[config.mk]
export PLATFORM = sky130hd
export DESIGN_NAME = div_issue_ctrl
export DESIGN_NICKNAME = d
export VERILOG_FILES = /design/src/rtl/div_issue_ctrl.sv
export SDC_FILE = /design/constraint.sdc
export NUM_CORES = 1
export LEC_CHECK = 0
export CAP_MARGIN = 20
export CELL_PAD_IN_SITES_DETAIL_PLACEMENT = 1
export CELL_PAD_IN_SITES_GLOBAL_PLACEMENT = 1
export CORE_MARGIN = 1
export CORE_UTILIZATION = 31
export CTS_BUF_LIST = sky130_fd_sc_hd__clkbuf_8 sky130_fd_sc_hd__clkbuf_16
export DETAILED_ROUTE_END_ITERATION = 12
export PLACE_DENSITY_LB_ADDON = 0.08
export SETUP_SLACK_MARGIN = 0.05
export SYNTH_ARGS = -nofsm -noshare
export SYNTH_HDL_FRONTEND = slang
export SYNTH_SLANG_ARGS = --single-unit
[constraint.sdc]
create_clock -name clk -period 3.05 [get_ports clk]
set_clock_uncertainty 0.05 [all_clocks]
set_input_delay 0.61 -clock clk [delete_from_list [all_inputs] [get_ports clk]]
set_output_delay 0.61 -clock clk [all_outputs]
set_load 0.1 [all_outputs]
[src/rtl/div_issue_ctrl.sv]
// rtl/div_issue_ctrl.sv - RV32M divide issue sequencer driving an iterative divider
// Optional result cache enabled by defining DIV_RESULT_CACHE_EN.
module div_issue_ctrl #(
  parameter int DIV_LATENCY_MAX = 40
) (
  input  logic        clk,
  input  logic        reset,
  input  logic        valid,
  input  logic [2:0]  funct3,
  input  logic [31:0] rs1,
  input  logic [31:0] rs2,
  output logic        div_start,
  output logic [31:0] div_dividend,
  output logic [31:0] div_divisor,
  output logic        div_is_unsigned,
  input  logic        div_done,
  input  logic [31:0] div_val,
  input  logic [31:0] div_rem,
  output logic        stall,
  output logic [31:0] result,
  output logic        result_valid,
  output logic        err
);

  localparam int CNT_W = $clog2(DIV_LATENCY_MAX + 1);

  typedef enum logic [2:0] {IDLE, START, WAIT, RESP, DRAIN} state_t;

  state_t             state;
  state_t             state_nxt;
  logic               orphan;
  logic               op_rem;
  logic [CNT_W-1:0]   cnt;
  logic               accept;
  logic               div_by_zero;
  logic               sgn_ovf;
  logic               special;
  logic [31:0]        special_res;
  logic               cnt_max;
  logic               wait_timeout;
  logic               cache_hit;
  logic [31:0]        cache_res;

  assign accept       = (state == IDLE) && valid && funct3[2];
  assign div_by_zero  = (rs2 == 32'h0);
  assign sgn_ovf      = !funct3[0] && (rs1 == 32'h8000_0000) && (rs2 == 32'hFFFF_FFFF);
  assign special      = div_by_zero || sgn_ovf;
  assign special_res  = div_by_zero ? (funct3[1] ? rs1 : 32'hFFFF_FFFF)
                                    : (funct3[1] ? 32'h0 : 32'h8000_0000);
  assign cnt_max      = (cnt == CNT_W'(DIV_LATENCY_MAX));
  assign wait_timeout = (state == WAIT) && !div_done && cnt_max;

`ifdef DIV_RESULT_CACHE_EN
  logic        cache_valid;
  logic        cache_uns;
  logic [31:0] cache_rs1;
  logic [31:0] cache_rs2;
  logic [31:0] cache_quo;
  logic [31:0] cache_rem;

  assign cache_hit = cache_valid && (rs1 == cache_rs1) && (rs2 == cache_rs2)
                     && (funct3[0] == cache_uns);
  assign cache_res = funct3[1] ? cache_rem : cache_quo;

  // Keyed on the latched operands, which are still stable in the done cycle.
  always_ff @(posedge clk) begin
    if (reset) begin
      cache_valid <= 1'b0;
      cache_uns   <= 1'b0;
      cache_rs1   <= 32'h0;
      cache_rs2   <= 32'h0;
      cache_quo   <= 32'h0;
      cache_rem   <= 32'h0;
    end else if (wait_timeout) begin
      cache_valid <= 1'b0;
    end else if (state == WAIT && div_done) begin
      cache_valid <= 1'b1;
      cache_uns   <= div_is_unsigned;
      cache_rs1   <= div_dividend;
      cache_rs2   <= div_divisor;
      cache_quo   <= div_val;
      cache_rem   <= div_rem;
    end
  end
`else
  assign cache_hit = 1'b0;
  assign cache_res = 32'h0;
`endif

  always_ff @(posedge clk) begin
    if (reset) state <= IDLE;
    else       state <= state_nxt;
  end

  always_comb begin
    state_nxt = state;
    case (state)
      IDLE: begin
        if (accept) begin
          if (special || cache_hit) state_nxt = RESP;
          else if (orphan)          state_nxt = DRAIN;
          else                      state_nxt = START;
        end
      end
      START:   state_nxt = WAIT;
      WAIT:    if (div_done || cnt_max) state_nxt = RESP;
      RESP:    state_nxt = IDLE;
      DRAIN:   if (div_done || cnt_max) state_nxt = START;
      default: state_nxt = IDLE;
    endcase
  end

  always_comb begin
    stall        = accept || (state == START) || (state == WAIT) || (state == DRAIN);
    div_start    = (state == START);
    result_valid = (state == RESP);
  end

  // A reset that lands mid-divide leaves the divider busy; orphan survives it
  // so the next op first absorbs the stale completion.
  always_ff @(posedge clk) begin
    if (reset) begin
      orphan          <= (state == START) || (state == WAIT);
      cnt             <= '0;
      op_rem          <= 1'b0;
      div_dividend    <= 32'h0;
      div_divisor     <= 32'h0;
      div_is_unsigned <= 1'b0;
      result          <= 32'h0;
      err             <= 1'b0;
    end else begin
      case (state)
        IDLE: begin
          if (accept) begin
            div_dividend    <= rs1;
            div_divisor     <= rs2;
            div_is_unsigned <= funct3[0];
            op_rem          <= funct3[1];
            cnt             <= CNT_W'(1);
            if (special)        result <= special_res;
            else if (cache_hit) result <= cache_res;
          end
        end
        START: cnt <= CNT_W'(1);
        WAIT: begin
          cnt <= cnt + CNT_W'(1);
          if (div_done) begin
            result <= op_rem ? div_rem : div_val;
          end else if (cnt_max) begin
            err    <= 1'b1;
            result <= 32'h0;
          end
        end
        DRAIN: begin
          cnt <= cnt + CNT_W'(1);
          if (div_done || cnt_max) orphan <= 1'b0;
        end
        default: ;
      endcase
    end
  end

endmodule
==> results.json, run 1 <==
{
  "min_delay_path_depth": 2,
  "numPortBuffers": 235,
  "status": "completed",
  "postCtsHoldBufs": 0,
  "p_clk_frac": 0.296,
  "leakage_nw": 2.892,
  "grt_pass1_wl_um": 32370,
  "post-route-min-period_ns": 2.770,
  "hold_viol": 0,
  "clock_path_buffers": 2,
  "tns_ns": 0,
  "post_drt_wl_per_cell_um": 18.91,
  "gp_congestion": 0.7878,
  "antenna_found_initial": 0,
  "drt_first_pass_iters": 4,
  "crit_path_top_delay_cell": "nor4_2",
  "muxShareOfSynthArea": 0.06386,
  "fmax_mhz": 361.0,
  "min_to": "div_dividend[10]$_SDFFE_PP0P_",
  "grt_max_degree": 53,
  "drt_iter0_drc": 248,
  "drive_gt1_frac": 0.1716,
  "required_ns": 3.26,
  "pre_cts_ws_ns": -0.2314,
  "start_util": 0.3221,
  "regToRegEndpoint": "result[21]$_SDFFE_PP0P_",
  "synth_nets": 794,
  "clk_pin_slew_ns": 0.07,
  "syn2layout_area_growth_pct": 50.44,
  "worst-setup-path-type": "in -> reg",
  "pwr-share-comb": 0.293,
  "cts_tree": "done",
  "p_per_area_mw_per_mm2": 481.6,
  "synth_edf_count": 1,
  "clockRootBuffer": "clkbuf_16",
  "numCtsBuffers": 9,
  "num_io_pins": 236,
  "cts.htree.levels": 3,
  "worstRegToRegCells": 9,
  "fp-row-count": 46,
  "ant_nets": 0,
  "p_int_mw": 2.417,
  "final-setup-viol-count": 0,
  "synthCells": 657,
  "synth_commonest_cells": "nand2_1 (142), dfxtp_1 (108), a21oi_1 (100), nor3_1 (68), clkbuf_1 (34)",
  "final_nets": 1006,
  "final_cells": 1090,
  "relSlewSlack": 0.4889,
  "switching_share": 0.3551,
  "p_total_mw": 3.747,
  "hp-class": "reg -> reg",
  "clock-sinks": 109,
  "ys_seq_area_frac": 0.4238,
  "die_y_um": 131.2,
  "n_antenna_cell": 0,
  "path_cells": "clkdlybuf4s50_1, nor4_2, buf_4, and4_1, nand4_2, o211ai_4, buf_12, a21oi_1, nor3_1",
  "dp_cells": 1074,
  "synth.most_common_cell": "nand2_1",
  "worstHoldStart": "div_dividend[10]$_SDFFE_PP0P_",
  "synthSimpleGateAreaFrac": 0.2765,
  "synth_xor_xnor_area_share": 0.008466,
  "max_stage_delay_ns": 0.47,
  "fin_crit_sh": 0.9081,
  "slew_violations": 0,
  "grt_setup_unrepaired": "no",
  "syn_area_mm2": 0.005172,
  "synth_top_family_by_area": "simple AND/OR/NAND/NOR gates",
  "synthTopCellsByArea": "dfxtp_1 (42%), nand2_1 (10%), a21oi_1 (9.7%)",
  "synth_warnings": 0,
  "grt_overflow": 0,
  "worst_setup_path_end_kind": "register",
  "path_max_fanout": 24,
  "core_area_mm2": 0.01606,
  "vdd_drop_max_mv": 0.2865,
  "clkLatencyLatePin_ns": 0.35,
  "post_dp_cell_area_mm2": 0.007505,
  "setup_ws_ns": 0.2802,
  "stdcell_area_mm2": 0.007781,
  "cp.arrival_ns": 2.98,
  "vias_per_cell": 5.146,
  "netlist-cell-type-count": 46,
  "die_area_mm2": 0.01721,
  "r2r-start": "cnt[0]$_SDFFE_PP0P_",
  "fp.dieW_um": 131.2,
  "reg2reg_setup_slack_ns": 0.67,
  "p_switching_mw": 1.331,
  "postCtsSetupRepairBufs": 0,
  "yosys.area.top_type_share": 0.4180,
  "track_usage": 0.2393,
  "cap_violations": 0,
  "drc": 0,
  "synth_compound_area_frac": 0.1623,
  "wirelength_um": 20620,
  "synthFlopType": "dfxtp_1",
  "synthAdderAreaFrac": 0.006773,
  "num_vias": 5609,
  "worstSetupStartpointType": "input port",
  "synth_area_leader_cell": "dfxtp_1",
  "post-dp-hpwl_um": 15810,
  "p_seq_frac": 0.411,
  "ys_ff_latch": 109,
  "grt_pass1_vias": 5768,
  "postSynth.asyncResetShare": 0,
  "avgSynthCellArea_um2": 7.873,
  "worst_slew_pin_slew_ns": 0.7667
}
[critical path, delay by kind of cell]
kind / cells / cell delay [ns]
simple gates: 4 / 1.09
buf+inv: 3 / 0.85
compound gates: 2 / 0.42
[routing by layer]
layer / vias to the layer above / wire length (um) / global-route usage
li1: 2733 / - / -
met1: 2668 / 9038 / 0.3019
met2: 186 / 9876 / 0.4001
met3: 22 / 1289 / 0.05208
met4: 0 / 411 / 0.08301
met5: - / 0 / 0
[cell usage in the layout, fill, tap and decap left out, types with 2 or more instances in the layout]
cell,synthesis,routed
dfxtp_1,108,107
and4_1,4,4
nor4_1,16,15
a311oi_1,2,2
buf_4,4,118
o22ai_1,33,33
nand2_1,142,142
nor2b_1,33,32
clkdlybuf4s50_1,0,133
nand4b_1,2,2
inv_1,6,8
xnor2_1,3,3
ha_1,2,2
nand4_1,6,6
mux2i_1,33,33
buf_12,0,5
nand3_1,4,3
nor3_2,0,2
xor2_1,2,2
clkinv_2,0,3
a31oi_1,2,2
clkbuf_16,0,9
a21oi_1,100,100
nor4_2,2,3
nor3_1,68,66
nor2_1,13,13
[power groups by stage]
| stage | Clock [mW] | Sequential (mW) | Combinational [mW] |
|---|---|---|---|
| after floorplan | 0 | 1.95 | 0.312 |
| after global placement | 0 | 1.57 | 1.09 |
| after detailed placement | 0 | 1.57 | 1.10 |
| after CTS | 1.14 | 1.54 | 1.11 |
| after global routing | 1.20 | 1.55 | 1.16 |
| final | 1.11 | 1.54 | 1.10 |
[sequential cells by signal (all words and copies together) (netlist names)]
register	flops
cnt	6
div_dividend	32
div_divisor	32
div_is_unsigned	1
err	1
op_rem	1
orphan	1
result	32
state	3
[kinds of logic after synthesis]
family                     after synthesis
and+or+nand+nor                        299
AOI/OAI and AO/OA                      147
DFF                                    109
buffers and inverters                   61
muxes                                   33
xor gates and xnor gates                 5
adders and majority gates                3
[timing repair]
item,in CTS,in global routing
endpoints found under the hold margin,0,0
gates resized for setup,0,1
setup endpoints to repair,0,26
[how the worst max path moves through the flow]
stage / start / to / slack (ns) / cells past startpoint
after CTS: rs1[2] / result[3]$_SDFFE_PP0P_ / 0.12 / 9
after global routing: rs1[3] / result[3]$_SDFFE_PP0P_ / 0.15 / 9
final: rs1[2] / result[3]$_SDFFE_PP0P_ / 0.28 / 9
after floorplan: state[1]$_SDFFE_PP0P_ / result_valid / 0.51 / 3
after detailed placement: rs1[2] / result[3]$_SDFFE_PP0P_ / -0.23 / 9
after global placement: rs1[2] / result[11]$_SDFFE_PP0P_ / -0.13 / 9
[per-stage QoR]
step,hold slack [ns],utilization
floorplan,0.4295,-
global placement,0.3944,0.4674
detailed placement,0.3971,0.4674
CTS,0.4070,0.4842
global route,0.4279,0.4846
finish,0.4064,0.4846
[area by class of cell]
type / count / area (um^2)
clock buffers: 10 / 239.0
clock inverters: 6 / 31.28
fillers: 1883 / 8277
inverters: 6 / 22.52
multi-input cells: 487 / 2708
flip-flops and latches: 109 / 2193
well taps: 216 / 270.3
repair buffers: 256 / 2317
No activity file was read; power rests on OpenSTA's default activity.
==> run 2, diff against run 1 <==
--- a/config.mk
+++ b/config.mk
@@ -11,6 +11,7 @@
 export CORE_MARGIN = 1
 export CORE_UTILIZATION = 31
 export CTS_BUF_LIST = sky130_fd_sc_hd__clkbuf_8 sky130_fd_sc_hd__clkbuf_16
+export CTS_CLUSTER_DIAMETER = 200
 export DETAILED_ROUTE_END_ITERATION = 12
 export PLACE_DENSITY_LB_ADDON = 0.08
 export SETUP_SLACK_MARGIN = 0.05
==> results of run 2 <==
The final DEF is identical to that of run 1; final timing and power are the same.
